## config.mk

```make
export PLATFORM = sky130hd
export DESIGN_NAME = ex_wb_stage
export DESIGN_NICKNAME = d
export VERILOG_FILES = /design/src/rtl/ex_wb_pkg.sv /design/src/rtl/wb_skid_buf.sv /design/src/rtl/ex_wb_stage.sv
export SDC_FILE = /design/constraint.sdc
export NUM_CORES = 1
export LEC_CHECK = 0
export CAP_MARGIN = 20
export CORE_ASPECT_RATIO = 1.75
export CORE_MARGIN = 8
export CORE_UTILIZATION = 60
export DETAILED_ROUTE_END_ITERATION = 10
export DONT_BUFFER_PORTS = 1
export GPL_ROUTABILITY_DRIVEN = 0
export GPL_TIMING_DRIVEN = 0
export PLACE_DENSITY = 0.76
export SLEW_MARGIN = 10
export SYNTH_ARGS = -nofsm -noshare
export SYNTH_HDL_FRONTEND = slang
export SYNTH_HIERARCHICAL = 1
export SYNTH_SLANG_ARGS = --single-unit
```

## constraint.sdc

```tcl
create_clock -name clk -period 2.5 [get_ports clk]
set_input_delay 0.125 -clock clk [delete_from_list [all_inputs] [get_ports clk]]
set_output_delay 0.125 -clock clk [all_outputs]
set_load 0.005 [all_outputs]
```

## src/rtl/ex_wb_pkg.sv

```systemverilog
// Shared definitions for the EX->WB stage: default widths and the
// occupancy encoding of the 2-entry skid buffer.
package ex_wb_pkg;
  localparam int DEF_DATA_W  = 32;
  localparam int DEF_CTRL_W  = 5;
  localparam int DEF_RADDR_W = 4;
  localparam int DEF_CNT_W   = 16;

  typedef enum logic [1:0] {
    ST_EMPTY = 2'd0,
    ST_ONE   = 2'd1,
    ST_FULL  = 2'd2
  } occ_t;
endpackage

```

## src/rtl/wb_skid_buf.sv

```systemverilog
// 2-entry valid/ready skid buffer with a registered upstream ready.
// Ports:
//   clk, rst_n            clock, synchronous active-low reset
//   in_valid/in_ready     upstream handshake (in_ready is a flop)
//   in_data [W]           upstream payload
//   out_valid/out_ready   downstream handshake, out_data = head entry
// Order is strict FIFO: the skid entry only ever refills the head.
module wb_skid_buf
  import ex_wb_pkg::*;
#(
  parameter int W = 8
) (
  input  logic         clk,
  input  logic         rst_n,
  input  logic         in_valid,
  output logic         in_ready,
  input  logic [W-1:0] in_data,
  output logic         out_valid,
  input  logic         out_ready,
  output logic [W-1:0] out_data
);
  occ_t         state, state_nxt;
  logic [W-1:0] head, skid;
  logic         ready_q;
  logic         acc, ret;
  logic         ld_head_in, ld_head_skid, ld_skid;

  assign acc       = in_valid & ready_q;
  assign ret       = out_valid & out_ready;
  assign out_valid = (state != ST_EMPTY);
  assign out_data  = head;
  assign in_ready  = ready_q;

  always_comb begin
    state_nxt    = state;
    ld_head_in   = 1'b0;
    ld_head_skid = 1'b0;
    ld_skid      = 1'b0;
    case (state)
      ST_EMPTY: if (acc) begin
        state_nxt  = ST_ONE;
        ld_head_in = 1'b1;
      end
      ST_ONE: begin
        if (acc && ret) begin
          ld_head_in = 1'b1;          // head drains and refills in one cycle
        end else if (acc) begin
          state_nxt = ST_FULL;
          ld_skid   = 1'b1;
        end else if (ret) begin
          state_nxt = ST_EMPTY;
        end
      end
      ST_FULL: if (ret) begin         // ready_q is low here, so no accept
        state_nxt    = ST_ONE;
        ld_head_skid = 1'b1;
      end
      default: state_nxt = ST_EMPTY;
    endcase
  end

  always_ff @(posedge clk) begin
    if (!rst_n) begin
      state   <= ST_EMPTY;
      head    <= '0;
      skid    <= '0;
      ready_q <= 1'b1;
    end else begin
      state   <= state_nxt;
      // Registered ready: computed from the next occupancy, not combinationally from out_ready.
      ready_q <= (state_nxt != ST_FULL);
      if (ld_head_in)        head <= in_data;
      else if (ld_head_skid) head <= skid;
      if (ld_skid)           skid <= in_data;
    end
  end
endmodule

```

## src/rtl/ex_wb_stage.sv

```systemverilog
// EX->WB pipeline stage. Buffers ALU results (with rd/we/ctrl) in a 2-entry
// skid buffer and presents the head to the register-file write port.
// Ports:
//   clk, rst_n                       clock, synchronous active-low reset
//   ex_valid/ex_ready, ex_*          ALU-side handshake and payload
//   wb_valid/wb_ready, wb_*          register-file side handshake and head payload
//   fwd_valid/fwd_rd/fwd_data        bypass of the head entry only
//   flag_z/flag_n                    zero/negative of the last retired result
//   retire_cnt                       count of retired ops (wraps)
module ex_wb_stage
  import ex_wb_pkg::*;
#(
  parameter int DATA_W  = DEF_DATA_W,
  parameter int CTRL_W  = DEF_CTRL_W,
  parameter int RADDR_W = DEF_RADDR_W,
  parameter int CNT_W   = DEF_CNT_W
) (
  input  logic               clk,
  input  logic               rst_n,
  input  logic               ex_valid,
  output logic               ex_ready,
  input  logic [DATA_W-1:0]  ex_result,
  input  logic [CTRL_W-1:0]  ex_ctrl,
  input  logic [RADDR_W-1:0] ex_rd,
  input  logic               ex_we,
  output logic               wb_valid,
  input  logic               wb_ready,
  output logic [DATA_W-1:0]  wb_data,
  output logic [RADDR_W-1:0] wb_rd,
  output logic               wb_we,
  output logic [CTRL_W-1:0]  wb_ctrl,
  output logic               fwd_valid,
  output logic [RADDR_W-1:0] fwd_rd,
  output logic [DATA_W-1:0]  fwd_data,
  output logic               flag_z,
  output logic               flag_n,
  output logic [CNT_W-1:0]   retire_cnt
);
  localparam int PW = CTRL_W + 1 + RADDR_W + DATA_W;

  logic [PW-1:0] pl_in, pl_out;
  logic          retire;

  assign pl_in = {ex_ctrl, ex_we, ex_rd, ex_result};

  wb_skid_buf #(.W(PW)) u_skid (
    .clk       (clk),
    .rst_n     (rst_n),
    .in_valid  (ex_valid),
    .in_ready  (ex_ready),
    .in_data   (pl_in),
    .out_valid (wb_valid),
    .out_ready (wb_ready),
    .out_data  (pl_out)
  );

  assign {wb_ctrl, wb_we, wb_rd, wb_data} = pl_out;

  assign fwd_valid = wb_valid & wb_we;
  assign fwd_rd    = wb_rd;
  assign fwd_data  = wb_data;

  assign retire = wb_valid & wb_ready;

  // Flags track every retired op, including those with we=0.
  always_ff @(posedge clk) begin
    if (!rst_n) begin
      flag_z     <= 1'b0;
      flag_n     <= 1'b0;
      retire_cnt <= '0;
    end else if (retire) begin
      flag_z     <= (wb_data == '0);
      flag_n     <= wb_data[DATA_W-1];
      retire_cnt <= retire_cnt + 1'b1;
    end
  end
endmodule

```

==> results.sh, run 1 <==
export IMPL_status="finished, final reports clean"
export IMPL_setup_viol=0
export IMPL_post_place_cells=661
export IMPL_yosysMostFrequentCell="nand2_1"
export IMPL_finalCritPeriodShare_pct=76.1
export IMPL_synthTopCellsByCount="nand2_1, dfxtp_1, a31oi_1, buf_4, a21boi_1"
export IMPL_register_area_sq_um=2100
export IMPL_detail_route_wl_per_cell_um=18.6
export IMPL_multi_input_area_sq_um=2020
export IMPL_grt_max_degree=16
export IMPL_start_util_pct=61.4
export IMPL_pre_cts_slack_ns=0.675
export IMPL_switchingPower_mw=0.918
export IMPL_syn_inst=573
export IMPL_cp_start_kind="flop"
export IMPL_clk_insertion_delay_late_ns=0.34
export IMPL_fin_skew_ns=0.00422
export IMPL_drc_errors=0
export IMPL_synth_nets=620
export IMPL_post_synth_top_area_cell="dfxtp_1"
export IMPL_arrival_ns=2.13
export IMPL_firstDrtPassIters=5
export IMPL_area_growth_pct=18.6
export IMPL_drive_gt1_share_pct=13.3
export IMPL_coreArea_sq_um=7510
export IMPL_postRouteAntennaNets=0
export IMPL_clk_path_buf_depth=2
export IMPL_ys_ff_latch=105
export IMPL_slew_headroom_pct=59.5
export IMPL_nNetsFinal=676
export IMPL_timing_rr_end="u_skid/in_ready"
export IMPL_reg2reg_slack_ns=0.60
export IMPL_grtUsageTotal_pct=24.5
export IMPL_cts_buffers=9
export IMPL_worstSetupPathType="flop to flop"
export IMPL_hold_buffers=45
export IMPL_powerDensity_nw_per_um2=680
export IMPL_final_cells=721
export IMPL_fillCellCount=601
export IMPL_critPathRequiredTime_ns=2.73
export IMPL_vias=4264
export IMPL_vias_per_cell=5.91
export IMPL_r2r_cells=4
export IMPL_power_frac_comb_pct=12.0
export IMPL_synth_flop_cell="dfxtp_1"
export IMPL_dieArea_sq_um=10900
export IMPL_antenna_found_initial=0
export IMPL_die_height_um=132
export IMPL_cts_resized=0
export IMPL_overflow=0
export IMPL_ios=145
export IMPL_cts_htree_levels=3
export IMPL_layout_min_cycle_time_ns=1.90
export IMPL_fin_ws_ns=0.598
export IMPL_hold_path_end="u_skid/out_data[8]"
export IMPL_power_frac_seq_pct=50.0
export IMPL_drt_iter0_markers=327
export IMPL_die_w_um=82.3
export IMPL_clock_root_buffer="clkbuf_16"
export IMPL_wl_mm=13.4
export IMPL_netlist_area_leader_share_pct=45.5
export IMPL_io_buffers=0
export IMPL_hp_start="ex_result[8]"
export IMPL_hold_depth=2
export IMPL_hold_violations=0
export IMPL_antenna_cells=0
export IMPL_rsz0062_at_grt="no"
export IMPL_drv_cap=0
export IMPL_clock_sinks=105
export IMPL_postCtsSetupBuffers=0
export IMPL_switching_share_pct=24.7
export IMPL_grt_pass1_wl_mm=21.2
export IMPL_tns_ns=0
export IMPL_p_int_mw=2.80
export IMPL_yosysSeqAreaShare_pct=45.5
export IMPL_slew_viol_final=0
export IMPL_rows=42
export IMPL_clk_pin_slew_worst_paths_ns=0.07
export IMPL_worst_slew_pin_slew_ns=0.602
export IMPL_async_reset_ff_share_pct=0
export IMPL_ys_types=42
export IMPL_r2r_start="u_skid/state[1]"
export IMPL_end_kind="flop"
export IMPL_pwr_share_clk_pct=38.0
export IMPL_worst_path_max_fanout=7
export IMPL_synth_area_leaders="dfxtp_1, nand2_1, buf_4"
export IMPL_avgSynthCellArea_sq_um=8.06
export IMPL_netlist_area_sq_um=4620
export IMPL_grt_pass1_vias=4257
export IMPL_dp_hpwl_mm=9.51
export IMPL_ys_warn_count=6
export IMPL_synth_edf_count=0
export IMPL_whs_ns=0.00479
export IMPL_hp_class="input pin to flop"
export IMPL_tritoncts="done"
export IMPL_fmax_ghz=0.526
export IMPL_power_leakage_nw=2.03
export IMPL_ir_worst_vdd_uv=650
stage by stage:
| stage | cell area, sq um | util [%] | power [mW] |
|---|---|---|---|
| after CTS | 5470 | 72.8 | 3.74 |
| after global placement | 4730 | 62.9 | 2.27 |
| final | 5470 | 72.8 | 3.72 |
| after global routing | 5470 | 72.8 | 3.85 |
| after detailed placement | 4730 | 62.9 | 2.28 |
| after floorplan | 4620 | - | 2.17 |
layout by cell type, fill, tap and decap left out, types with 7 or more instances in the layout:
cell,netlist,layout
a21boi_1,40,40
a21oi_1,9,9
o21ai_0,24,24
nor4_1,7,7
buf_2,16,16
dlygate4sd3_1,0,45
nand2_1,180,180
clkbuf_16,0,9
a31oi_1,42,42
dfxtp_1,105,105
nor2_1,10,10
o21ai_1,20,20
clkbuf_1,14,15
buf_4,41,41
layout make-up:
cell class	instances	share of cell area, %
clock inverter	3	0.731
timing repair buffer	45	8.23
multi-input combinational	389	36.9
inverter	4	0.274
clock buffer	12	4.69
tap	88	2.01
sequential	105	38.4
buffer	75	8.73
logic make-up after synthesis:
| kind of cell | Yosys count | share of synthesized area, % |
|---|---|---|
| buf+inv | 79 | 10.7 |
| xor+xnor | 9 | 1.71 |
| flops | 105 | 45.5 |
| compound gates | 144 | 19.4 |
| mux | 2 | 0.434 |
| fa+ha+maj | 1 | 0.271 |
| simple gates | 233 | 22.0 |
how the worst max path moves through the flow:
stage,startpoint,end,cells past startpoint,slack [ns]
detailed placement,u_skid/state[1],retire_cnt[15],6,0.67
global route,u_skid/state[1],retire_cnt[15],6,0.52
finish,u_skid/state[1],u_skid/in_ready,4,0.60
global placement,u_skid/state[1],retire_cnt[15],6,0.74
CTS,u_skid/state[1],u_skid/in_ready,4,0.62
floorplan,u_skid/state[1],retire_cnt[15],6,0.86
worst max-delay path, stage by stage (launching register included):
cell and delay (ns):
dfxtp_1 0.37, and3b_2 0.33, mux2i_1 0.08, or3b_2 0.46, dlygate4sd3_1 0.56
power groups by stage:
stage / registers [mW] / clock network, mW / logic [mW]
final: 1.86 / 1.41 / 0.446
after global routing: 1.87 / 1.49 / 0.485
after CTS: 1.86 / 1.43 / 0.447
after detailed placement: 1.90 / 0 / 0.381
after global placement: 1.90 / 0 / 0.370
after floorplan: 1.87 / 0 / 0.300
per-layer routing:
| metal | global-route usage (%) | part of all wire [%] | vias to the layer above |
|---|---|---|---|
| li1 | - | - | 2015 |
| met1 | 26.2 | 37 | 2036 |
| met2 | 42.8 | 52 | 192 |
| met3 | 5.46 | 8.6 | 21 |
| met4 | 10.8 | 2.9 | 0 |
| met5 | 1.57 | 0 | - |
sequential cells by signal, summed over array words and instances, names as in the netlist:
| register | flops |
|---|---|
| u_skid/in_ready | 1 |
| flag_n | 1 |
| u_skid/state | 2 |
| u_skid/skid | 42 |
| u_skid/out_data | 42 |
| flag_z | 1 |
| retire_cnt | 16 |
No activity file was read; power rests on OpenSTA's default activity.
==> inputs of run 2 (changes only) <==
- ABC_AREA: default -> 1
- CORE_UTILIZATION: 60 -> 57
- PLACE_DENSITY: 0.76 -> 0.75
- clock period: 2.5 -> 1.6 ns (I/O delays scaled with it)
==> run 2 against run 1 <==
- the flow now finishes with violations (negative hold slack)
- register-to-register slack worse by 0.49 ns
- synthesized cell count grew 25%
- routed wire length rose by 3.3%
- clock-buffer cell count stayed put
- setup slack worse by 0.49 ns
- non-clock buffer count down 3
- maximum frequency is 27% higher
- critical path depth increased by 3
- clock power grew 65%
- clock skew increased by 0.0037 ns
==> results.sh, run 2 <==
export IMPL_cts_buffers=9
export IMPL_ys_types=26
export IMPL_synth_edf_count=0
export IMPL_synth_nets=763
export IMPL_vias=4646
export IMPL_synth_simple_area_share_pct=29.0
export IMPL_post_place_cells=831
export IMPL_dieArea_sq_um=11900
export IMPL_area_growth_pct=20.4
export IMPL_drive_gt1_share_pct=12.4
export IMPL_overflow=0
export IMPL_powerDensity_nw_per_um2=1050
export IMPL_fin_skew_ns=0.00795
export IMPL_ys_ff_latch=105
export IMPL_r2r_start="u_skid/state[0]"
export IMPL_rsz0062_at_grt="no"
export IMPL_drt_iter0_markers=413
export IMPL_firstDrtPassIters=7
export IMPL_setup_worst_path_start="u_skid/state[0]"
export IMPL_cp_start_kind="flop"
export IMPL_nNetsFinal=819
export IMPL_postRouteAntennaNets=0
export IMPL_timing_rr_end="u_skid/skid[33]"
export IMPL_clk_insertion_delay_late_ns=0.35
export IMPL_violations="negative hold slack"
export IMPL_die_w_um=86.0
export IMPL_cts_htree_levels=3
export IMPL_io_buffers=0
export IMPL_worst_path_max_fanout=10
export IMPL_dp_hpwl_mm=10.1
export IMPL_ys_warn_count=6
export IMPL_worst_slew_pin_slew_ns=0.477
export IMPL_ios=145
export IMPL_worstSetupPathType="flop to flop"
export IMPL_layout_common_cells="nand2_1, inv_1, dfxtp_1"
export IMPL_synth_area_leaders="dfxtp_1, nand2_1, nand3_1"
export IMPL_reg2reg_slack_ns=0.11
export IMPL_synthAdderAreaFrac_pct=0.256
export IMPL_critPathMaxStageDelay_ns=0.31
export IMPL_hold_path_end="u_skid/state[0]"
export IMPL_critPathRequiredTime_ns=1.83
export IMPL_detail_route_wl_per_cell_um=15.6
export IMPL_grt_pass1_wl_mm=22.7
export IMPL_clock_sinks=105
export IMPL_hp_class="input pin to flop"
export IMPL_slew_viol_final=0
export IMPL_hp_start="ex_valid"
export IMPL_coreArea_sq_um=8310
export IMPL_hold_depth=3
export IMPL_setup_viol=0
export IMPL_yosysSeqAreaShare_pct=43.0
export IMPL_timing_critical_path_cells="buf_6 > o21ai_2 > nand3_2 > buf_4 > buf_2 > o21ai_0 > a21oi_1"
export IMPL_synth_flop_cell="dfxtp_1"
export IMPL_layout_min_cycle_time_ns=1.49
export IMPL_status="complete, but fails checks"
export IMPL_drc_errors=0
export IMPL_netlist_area_leader_share_pct=43.0
export IMPL_clk_path_buf_depth=2
export IMPL_clk_pin_slew_worst_paths_ns=0.06
export IMPL_netlist_area_sq_um=4890
export IMPL_grt_max_degree=16
export IMPL_antenna_cells=0
export IMPL_syn_inst=716
export IMPL_ir_worst_vdd_uv=859
export IMPL_clock_root_buffer="clkbuf_16"
export IMPL_synth_top_family_by_area="simple AND/OR/NAND/NOR gates"
export IMPL_path_delay_family="buffers and inverters"
export IMPL_muxShareOfSynthArea_pct=0
export IMPL_post_synth_top_area_cell="dfxtp_1"
export IMPL_grt_pass1_vias=4583
export IMPL_rows=44
export IMPL_arrival_ns=1.73
export IMPL_yosys_area_share_xor_xnor_pct=0.537
export IMPL_die_height_um=139
export IMPL_r2r_cells=7
export IMPL_crit_slowest_cell="dfxtp_1"
export IMPL_fmax_ghz=0.669
export IMPL_final_common_cell="nand2_1"
export IMPL_tritoncts="done"
export IMPL_fin_ws_ns=0.106
export IMPL_grtUsageTotal_pct=23.5
export IMPL_async_reset_ff_share_pct=0
export IMPL_synth_compound_area_share_pct=10.2
export IMPL_whs_ns=-0.00353
export IMPL_finalCritPeriodShare_pct=93.4
export IMPL_final_cells=891
export IMPL_hold_violations=1
export IMPL_pre_cts_slack_ns=-0.150
export IMPL_yosysMostFrequentCell="nand2_1"
export IMPL_slew_headroom_pct=68.2
export IMPL_end_kind="flop"
export IMPL_antenna_found_initial=0
export IMPL_drv_cap=0
export IMPL_synthTopCellsByCount="nand2_1, dfxtp_1, inv_1, nand3_1, a21oi_1"
export IMPL_avgSynthCellArea_sq_um=6.83
export IMPL_worst_path_buf_inv=3
export IMPL_vias_per_cell=5.21
export IMPL_wl_mm=13.9
export IMPL_power_leakage_nw=2.76
export IMPL_start_util_pct=58.9
==> run 2: changes by cell type after synthesis, moves of 5 or more <==
cell	change
nand2_1	-13
nor4_1	-7
a21boi_1	-40
o21ai_0	+20
nor2_1	+38
a21oi_1	+40
and2_1	-5
nand3_1	+85
o21ai_1	-16
inv_1	+101
a31oi_1	-42
==> run 2: tightest hold or removal path, cell delays in order <==
cell     delay [ns]
nand2_2        0.07
nand4_1        0.08
a21oi_1        0.06
==> run 2: cell type report <==
cell class	instances	area [sq um]
Tap cell	115	144
Fill cell	706	2420
Sequential cell	105	2100
Buffer	70	444
Timing Repair Buffer	47	475
Clock inverter	3	65.1
Multi-Input combinational cell	431	2000
Inverter	108	410
Clock buffer	12	246
==> run 2: kinds of logic (layout without fill, tap and decap cells) <==
| kind of cell | Yosys count | after routing |
|---|---|---|
| AO/OA/AOI/OAI | 99 | 99 |
| flip-flops | 105 | 105 |
| XOR/XNOR | 3 | 3 |
| AND/OR/NAND/NOR | 328 | 328 |
| adder cells (fa/ha/maj) | 1 | 1 |
| buffers and inverters | 180 | 240 |
==> run 2: per-stage QoR <==
stage / area [sq um] / util [%] / TNS, ns / power (mW) / hold WS, ns
4_1_cts: 5850 / 70.3 / 0 / 6.17 / 0.00802
3_3_place_gp: 5040 / 60.6 / -1.42 / 3.70 / 0.226
2_1_floorplan: 4890 / - / 0 / 3.52 / 0.212
5_1_grt: 5890 / 70.8 / 0 / 6.43 / 0.0275
6_report: 5890 / 70.8 / 0 / 6.17 / -0.00353
3_5_place_dp: 5040 / 60.6 / -2.21 / 3.73 / 0.229
==> run 2: where the power goes <==
group          switching, mW  total, mW  internal [mW]
Sequential             0.150       2.93           2.78
Combinational          0.518      0.908          0.390
Clock                  0.931       2.33           1.40
Total                   1.60       6.17           4.57
==> run 2: routing by layer <==
| metal | wire, um | global-route usage (%) | vias up |
|---|---|---|---|
| li1 | - | - | 2310 |
| met5 | 0 | 0 | - |
| met3 | 1170 | 6.77 | 24 |
| met2 | 7440 | 42.2 | 205 |
| met1 | 4950 | 23.9 | 2107 |
| met4 | 322 | 10.7 | 0 |
==> run 2: worst max-delay path by stage <==
stage | to | slack (ns) | cells past startpoint
2_1_floorplan | u_skid/skid[25] | 0.25 | 7
5_1_grt | retire_cnt[8] | 0.002 | 10
3_5_place_dp | u_skid/skid[30] | -0.15 | 7
4_1_cts | u_skid/out_data[27] | 0.001 | 7
6_report | u_skid/skid[33] | 0.11 | 7
3_3_place_gp | u_skid/skid[32] | -0.12 | 7
==> run 2: repair_timing <==
item / in CTS / in global routing
buffers inserted: 3 / 0
hold endpoints to repair: 91 / 0
gates resized for setup: 8 / 26
setup endpoints to repair: 66 / 71
pin swaps: 1 / 2
hold buffers: 44 / 0
==> inputs of run 3 (changes only) <==
- PLACE_DENSITY: 0.75 -> default
- PLACE_DENSITY_LB_ADDON: default -> 0.08
==> run 3 against run 2 <==
- the flow now finishes without violations
- sequential power barely moved
- final cell count rose by 0.34%
- cell area fell by 0.28%
- power fell by 3.6%
- die area did not move
- maximum frequency rose by 0.12%
- combinational power fell by 2%
- first-iteration DRC count fell by 43%
==> results.sh, run 3 (synthesis results as in run 2) <==
export IMPL_wl_met1_mm=4.92
export IMPL_tritoncts="done"
export IMPL_slew_headroom_pct=67.7
export IMPL_clk_insertion_delay_late_ns=0.34
export IMPL_drive_gt1_share_pct=12.5
export IMPL_clock_root_buffer="clkbuf_16"
export IMPL_utilization_pct=70.6
export IMPL_coreArea_sq_um=8310
export IMPL_critPathRequiredTime_ns=1.88
export IMPL_layout_min_cycle_time_ns=1.49
export IMPL_worst_path_max_fanout=12
export IMPL_rows=44
export IMPL_hold_path_end="u_skid/out_data[37]"
export IMPL_nNetsFinal=821
export IMPL_placed_cell_area_sq_um=5040
export IMPL_grtUsageTotal_pct=22.3
export IMPL_cts_htree_levels=3
export IMPL_die_height_um=139
export IMPL_fillCellCount=747
export IMPL_arrival_ns=1.78
export IMPL_ios=145
export IMPL_highest_layer="met4"
export IMPL_finalCritPeriodShare_pct=93.3
export IMPL_drt_iter0_markers=236
export IMPL_fmax_ghz=0.670
export IMPL_worst_slew_pin_slew_ns=0.485
export IMPL_dp_hpwl_mm=10.0
export IMPL_dr_wl_met2_mm=7.14
export IMPL_start_util_pct=58.9
export IMPL_fin_ws_ns=0.108
export IMPL_final_common_cell="nand2_1"
export IMPL_clock_sinks=105
export IMPL_ir_worst_vdd_uv=779
export IMPL_slew_viol_final=0
export IMPL_status="finished, final reports clean"
export IMPL_reg2reg_slack_ns=0.11
export IMPL_cts_buffers=9
export IMPL_power_leakage_nw=2.76
export IMPL_cp_start_kind="flop"
export IMPL_end_kind="flop"
export IMPL_hold_depth=4
export IMPL_drc_errors=0
export IMPL_drv_cap=0
export IMPL_fin_area_sq_um=5870
export IMPL_firstDrtPassIters=5
export IMPL_vias_per_cell=5.30
export IMPL_vias=4737
export IMPL_grt_max_degree=16
export IMPL_clk_pin_slew_worst_paths_ns=0.07
export IMPL_fin_skew_ns=0.00710
export IMPL_worstSetupPathType="flop to flop"
export IMPL_power_mw=5.95
export IMPL_setup_viol=0
export IMPL_pre_cts_slack_ns=-0.126
export IMPL_setup_worst_path_start="u_skid/in_ready"
export IMPL_clk_path_buf_depth=2
export IMPL_powerDensity_nw_per_um2=1010
export IMPL_io_buffers=0
export IMPL_r2r_start="u_skid/in_ready"
export IMPL_layout_common_cells="nand2_1, inv_1, dfxtp_1"
export IMPL_grt_pass1_vias=4618
export IMPL_hp_start="ex_ctrl[0]"
export IMPL_hp_class="input pin to flop"
export IMPL_grt_pass1_wl_mm=21.8
export IMPL_overflow=0
export IMPL_timing_rr_end="u_skid/out_data[30]"
export IMPL_hold_violations=0
export IMPL_detail_route_wl_per_cell_um=15.0
export IMPL_antenna_found_initial=0
export IMPL_area_growth_pct=20.0
export IMPL_dieArea_sq_um=11900
export IMPL_final_cells=894
export IMPL_die_w_um=86.0
export IMPL_r2r_cells=9
export IMPL_antenna_cells=0
export IMPL_postRouteAntennaNets=0
export IMPL_post_place_cells=831
export IMPL_wl_mm=13.4
export IMPL_rsz0062_at_grt="no"
export IMPL_dr_wl_met3_mm=1.02
==> run 3: metal layers <==
layer | global-route usage (%) | vias up
li1 | - | 2322
met1 | 23.0 | 2204
met2 | 40.3 | 191
met3 | 4.81 | 20
met4 | 11.1 | 0
met5 | 0 | -
==> run 3: through the flow <==
step / setup TNS, ns / hold WS, ns
detailed placement: -1.10 / 0.234
global placement: -0.884 / 0.227
CTS: -0.0973 / 0.000208
finish: 0 / 0.00404
global route: 0 / 0.0124
floorplan: 0 / 0.212
==> run 3: worst max path at each step <==
| stage | end | slack (ns) |
|---|---|---|
| global route | u_skid/out_data[7] | 0.006 |
| CTS | u_skid/out_data[28] | -0.02 |
| detailed placement | u_skid/skid[33] | -0.13 |
| global placement | u_skid/skid[32] | -0.10 |
| finish | u_skid/out_data[30] | 0.11 |
| floorplan | u_skid/skid[25] | 0.25 |
==> run 3: repair_timing <==
| item | CTS | global route |
|---|---|---|
| pin swaps | 0 | 3 |
| buffers inserted | 2 | 3 |
| gates resized for setup | 4 | 28 |
| hold endpoints to repair | 86 | 0 |
| setup endpoints to repair | 53 | 56 |
| hold buffers | 44 | 0 |
==> run 3: power breakdown <==
part	switching, mW	internal [mW]	total (mW)
sequential	0.147	2.78	2.92
combinational	0.502	0.391	0.892
clock	0.911	1.22	2.13
==> run 3: layout make-up <==
cell class                 instances  area [sq um]  share of cell area [%]
clock buffer                      14           284                    4.84
inverter                         108           410                    6.99
multi-input combinational        431          1990                    33.9
timing repair buffer              49           490                    8.35
clock inverter                     2          10.0                   0.170
tap                              115           144                    2.45
sequential                       105          2100                    35.8
buffer                            70           440                    7.50
==> run 3: worst max-delay path, stage by stage, from the launching register on <==
cell      delay [ns]
dfxtp_1         0.35
nand2_1         0.14
nor2_4          0.15
buf_4           0.13
buf_12          0.12
clkbuf_2        0.22
nand3_1         0.12
nand3_1         0.10
nand2_1         0.05
inv_1           0.06
